[src/rtl/fetch_pkg.sv]
// Shared types and constants for the instruction fetch unit.
package fetch_pkg;

  localparam logic [31:0] RESET_PC    = 32'hBFC00000;
  localparam logic [19:0] ROM_BASE_HI = 20'hBFC00;
  localparam logic [31:0] NOP_INSTR   = 32'h00000013;

  typedef struct packed {
    logic [31:0] instr;
    logic [31:0] pc;
    logic        fault;
  } fetch_entry_t;

  typedef enum logic {
    FETCH,
    HALTED
  } fetch_state_t;

endpackage

[src/rtl/fetch_queue.sv]
// Synchronous FIFO of fetch entries; head is read straight from register storage.
module fetch_queue
  import fetch_pkg::*;
#(
  parameter int unsigned DEPTH = 2
) (
  input  logic         clk,
  input  logic         rst,
  input  logic         flush,
  input  logic         push,
  input  fetch_entry_t push_data,
  input  logic         pop,
  output fetch_entry_t head,
  output logic         empty,
  output logic         full
);

  localparam int unsigned AW = (DEPTH > 1) ? $clog2(DEPTH) : 1;
  localparam logic [AW:0] FULL_CNT = (AW + 1)'(DEPTH);

  fetch_entry_t   mem [DEPTH];
  logic [AW-1:0]  wr_ptr;
  logic [AW-1:0]  rd_ptr;
  logic [AW:0]    count;
  logic           do_push;
  logic           do_pop;

  always_comb begin
    empty   = (count == '0);
    full    = (count == FULL_CNT);
    do_pop  = pop & ~empty;
    // a full queue still accepts a push when the head leaves in the same cycle
    do_push = push & (~full | do_pop);
  end

  assign head = mem[rd_ptr];

  always_ff @(posedge clk) begin
    if (rst) begin
      wr_ptr <= '0;
      rd_ptr <= '0;
      count  <= '0;
      for (int unsigned i = 0; i < DEPTH; i++) begin
        mem[i] <= '0;
      end
    end else if (flush) begin
      wr_ptr <= '0;
      rd_ptr <= '0;
      count  <= '0;
    end else begin
      if (do_push) begin
        mem[wr_ptr] <= push_data;
        wr_ptr      <= wr_ptr + 1'b1;
      end
      if (do_pop) begin
        rd_ptr <= rd_ptr + 1'b1;
      end
      case ({do_push, do_pop})
        2'b10:   count <= count + 1'b1;
        2'b01:   count <= count - 1'b1;
        default: count <= count;
      endcase
    end
  end

endmodule

[src/rtl/instr_fetch_unit.sv]
// Program counter, fetch FSM and range/alignment fault check feeding the fetch queue.
module instr_fetch_unit #(
  parameter logic [31:0] RESET_PC    = fetch_pkg::RESET_PC,
  parameter logic [19:0] ROM_BASE_HI = fetch_pkg::ROM_BASE_HI,
  parameter int unsigned FQ_DEPTH    = 2
) (
  input  logic        clk,
  input  logic        rst,
  output logic [31:0] imem_addr,
  input  logic [31:0] imem_instr,
  input  logic        redirect_valid,
  input  logic [31:0] redirect_pc,
  output logic        out_valid,
  input  logic        out_ready,
  output logic [31:0] out_instr,
  output logic [31:0] out_pc,
  output logic        out_fault,
  output logic        busy
);

  import fetch_pkg::*;

  fetch_state_t state, state_next;
  logic [31:0]  pc, pc_next;
  logic         fault_now;
  logic         pop;
  logic         space;
  logic         push;
  logic         q_empty;
  logic         q_full;
  fetch_entry_t push_data;
  fetch_entry_t head;

  assign imem_addr = pc;
  assign busy      = (state == FETCH);

  always_comb begin
    fault_now = (pc[31:12] != ROM_BASE_HI) | (pc[1:0] != 2'b00);
    pop       = out_valid & out_ready;
    space     = ~q_full | pop;
    push      = (state == FETCH) & ~redirect_valid & space;
    push_data = '{instr: (fault_now ? NOP_INSTR : imem_instr),
                  pc:    pc,
                  fault: fault_now};
  end

  always_comb begin
    state_next = state;
    pc_next    = pc;
    if (redirect_valid) begin
      state_next = FETCH;
      pc_next    = redirect_pc;
    end else begin
      case (state)
        FETCH: begin
          // a faulted fetch parks the PC on the offending address
          if (push) begin
            if (fault_now) state_next = HALTED;
            else           pc_next    = pc + 32'd4;
          end
        end
        HALTED:  state_next = HALTED;
        default: state_next = FETCH;
      endcase
    end
  end

  always_ff @(posedge clk) begin
    if (rst) begin
      state <= FETCH;
      pc    <= RESET_PC;
    end else begin
      state <= state_next;
      pc    <= pc_next;
    end
  end

  fetch_queue #(
    .DEPTH(FQ_DEPTH)
  ) u_queue (
    .clk      (clk),
    .rst      (rst),
    .flush    (redirect_valid),
    .push     (push),
    .push_data(push_data),
    .pop      (pop),
    .head     (head),
    .empty    (q_empty),
    .full     (q_full)
  );

  assign out_valid = ~q_empty;
  assign out_instr = head.instr;
  assign out_pc    = head.pc;
  assign out_fault = head.fault;

endmodule

[config.mk]
export PLATFORM = sky130hd
export DESIGN_NAME = instr_fetch_unit
export DESIGN_NICKNAME = d
export VERILOG_FILES = /design/src/rtl/fetch_pkg.sv /design/src/rtl/fetch_queue.sv /design/src/rtl/instr_fetch_unit.sv
export SDC_FILE = /design/constraint.sdc
export NUM_CORES = 1
export LEC_CHECK = 0
export ABC_AREA = 1
export ABC_CLOCK_PERIOD_IN_PS = 5930
export BUFFER_PORTS_ARGS = -buffer_cell sky130_fd_sc_hd__buf_2
export CORE_UTILIZATION = 40
export DETAILED_ROUTE_END_ITERATION = 10
export SYNTH_ARGS = -nofsm -noshare
export SYNTH_HDL_FRONTEND = slang
export SYNTH_HIERARCHICAL = 1
export SYNTH_SLANG_ARGS = --single-unit
export TNS_END_PERCENT = 1
[constraint.sdc]
create_clock -name clk -period 5.93 [get_ports clk]
set_clock_uncertainty 0.2 [all_clocks]
set_input_delay 1.186 -clock clk [delete_from_list [all_inputs] [get_ports clk]]
set_output_delay 1.186 -clock clk [all_outputs]
set_load 0.02 [all_outputs]
==> flow_metrics.env <==
export IMPL_cts_tree="built"
export IMPL_worstPathRequired_ns=5.77
export IMPL_period_share_pct=67.05
export IMPL_clk_latency_ns=0.42
export IMPL_synth_edf_count=130
export IMPL_r2r_setup_slack_ns=3.15
export IMPL_finalSetupViolCount=0
export IMPL_grt_first_pass_wirelength_microns=28020
export IMPL_yosys_top_cells_count="nor2_1, edfxtp_1, inv_1"
export IMPL_synth_top_area_share_pct=47.34
export IMPL_ys_seq_elements=168
export IMPL_hold_buffers=0
export IMPL_drc=0
export IMPL_start_util_pct=40.76
export IMPL_r2r_end="u_queue/mem[0][56]"
export IMPL_ir_drop_mv=0.2412
export IMPL_cp_slowest_cell="inv_2"
export IMPL_drt_iter0_markers=237
export IMPL_layout_setup_ws_ns=1.954
export IMPL_power_density_nw_per_um2=283.5
export IMPL_antenna_found_initial=0
export IMPL_boundaryPins=167
export IMPL_cp_data_arrival_time_ns=3.81
export IMPL_cap_violations=0
export IMPL_hold_viol_final=0
export IMPL_synth_largest_area_cell="edfxtp_1"
export IMPL_yosysMostFrequentCell="nor2_1"
export IMPL_final_cell_area_sq_um=9574
export IMPL_via_count=5646
export IMPL_syn_num_nets=900
export IMPL_grt_max_degree=67
export IMPL_hpwl_microns=11040
export IMPL_ys_seq_area_share_pct=56.56
export IMPL_post_cts_setup_buffers=0
export IMPL_status="finished, final reports clean"
export IMPL_clk_pin_slew_worst_paths_ns=0.06
export IMPL_avgSynthCellArea_sq_um=9.924
export IMPL_place_area_sq_um=8981
export IMPL_cts_made_buffers=17
export IMPL_worst_slew_pin_slew_ns=1.098
export IMPL_port_buffers=166
export IMPL_grt_setup_unrepaired="no"
export IMPL_die_area_sq_um=21200
export IMPL_diodes=0
export IMPL_min_from="u_queue/rd_ptr"
export IMPL_path_class="primary input to register"
export IMPL_max_slew_margin_rel_pct=26.79
export IMPL_drv_slew=0
export IMPL_post_place_ws_ns=1.492
export IMPL_core_sq_um=20230
export IMPL_num_rows=52
export IMPL_track_usage_pct=17.10
export IMPL_synth_async_reset_ratio_pct=0
export IMPL_layout_drive_gt1_share_pct=35.34
export IMPL_syn2layout_area_growth_pct=16.10
export IMPL_totalWireLength_microns=17870
export IMPL_routedWlPerCell_microns=14.50
export IMPL_cpPeakStageDelay_ns=0.80
export IMPL_cts_resized_gates=0
export IMPL_die_y_microns=145.6
export IMPL_startpoint_type="primary input"
export IMPL_r2r_start="u_queue/count[0]"
export IMPL_crit_fanout=65
export IMPL_min_path_type="register to register"
export IMPL_viasPerCell=4.583
export IMPL_synthTopCellsByArea="edfxtp_1, dfxtp_1, mux2_2"
export IMPL_path_cells="buf_2, inv_2, nand2_1, a21oi_2, nand2_1, inv_2, nand2_2, nand2_4"
export IMPL_fin_setup_tns_ns=0
export IMPL_rr_worst_depth=10
export IMPL_ant_nets=0
export IMPL_die_x_microns=145.6
export IMPL_cts_sinks=168
export IMPL_whs_path_depth=2
export IMPL_power_static_leakage_nw=4.231
export IMPL_root_buffer="clkbuf_16"
export IMPL_gp_congestion=0.7606
export IMPL_cts_htree_levels=4
export IMPL_synth_cells=831
export IMPL_final_nets=1018
export IMPL_cp_end_kind="register"
export IMPL_synth_main_ff_cell="edfxtp_1"
export IMPL_syn_cell_area_sq_um=8247
export IMPL_first_global_vias=5361
export IMPL_cts_path_max_buffers=2
export IMPL_first_pass_iters=5
export IMPL_synth_cell_types=28
export IMPL_period_minus_slack_ns=3.976
export IMPL_ys_warn_count=6
export IMPL_grt_ovfl_total=0
export IMPL_fmax_mhz=251.5
## cell usage in the layout (no fill, tap or decap), drive strengths merged
cell / n
a21oi: 22
a31oi: 1
buf: 170
clkbuf: 21
clkinv: 7
dfxtp: 38
edfxtp: 130
ha: 1
inv: 133
mux2: 65
nand2: 90
nand3: 50
nand4: 4
nor2: 204
nor3: 1
o21ai: 13
or2: 11
xnor2: 1
## final cells by class
class	count	area, sq um
repair buffers	170	860.8
well taps	270	337.8
fillers	1911	10660
inverters	129	484.2
clock buffers	21	514.2
multi-input cells	463	2630
clock inverters	11	78.83
flip-flops and latches	168	4668
## layer usage
metal  global-route usage, %  share of wire (%)
met3                   3.448                4.5
met2                   28.49                 47
met4                   5.211               0.65
met1                   22.45                 48
met5                       0                  0
## flip-flops by register name, summed over array words and instances (netlist names), named ones only
register        flops
u_queue/rd_ptr      1
state               1
u_queue/mem       130
u_queue/count       2
imem_addr          32
u_queue/wr_ptr      1
## per-stage QoR
step / util (%) / hold slack [ns] / total power, mW / cells
after floorplan: - / 0.2474 / 1.571 / 831
after CTS: 47.32 / 0.2730 / 2.740 / 1232
after detailed placement: 44.39 / 0.2588 / 1.655 / 1200
final: 47.32 / 0.2714 / 2.714 / 1232
after global routing: 47.32 / 0.3269 / 2.816 / 1232
after global placement: 44.39 / 0.2545 / 1.651 / 1200
## cell families after synthesis
kind of cell               Yosys count  synth area share (%)
and+or+nand+nor                    360                 20.15
buffers and inverters              200                 11.91
DFF                                168                 56.56
muxes                               65                 8.876
AOI/OAI and AO/OA                   36                 2.246
xor gates and xnor gates             1                0.1062
adders and majority gates            1                0.1517
## worst max path at each step
stage / depth (start not counted) / to / from / slack [ns]
floorplan: 8 / u_queue/mem[1][0] / out_ready / 1.83
finish: 8 / u_queue/mem[0][56] / redirect_valid / 1.95
detailed placement: 8 / u_queue/mem[0][52] / redirect_valid / 1.49
global placement: 8 / u_queue/mem[0][52] / redirect_valid / 1.57
CTS: 8 / u_queue/mem[0][54] / redirect_valid / 1.94
global route: 8 / u_queue/mem[0][16] / redirect_valid / 1.68
## where the power goes
part	internal, mW	switching (mW)
Clock	0.626	0.463
Combinational	0.0927	0.176
Sequential	1.32	0.0333
Total	2.04	0.672
## critical path, delay by kind of cell
family,cells,cell delay [ns]
buf+inv,3,1.20
simple gates,4,1.08
compound gates,1,0.30
No activity file was read; power rests on OpenSTA's default activity.
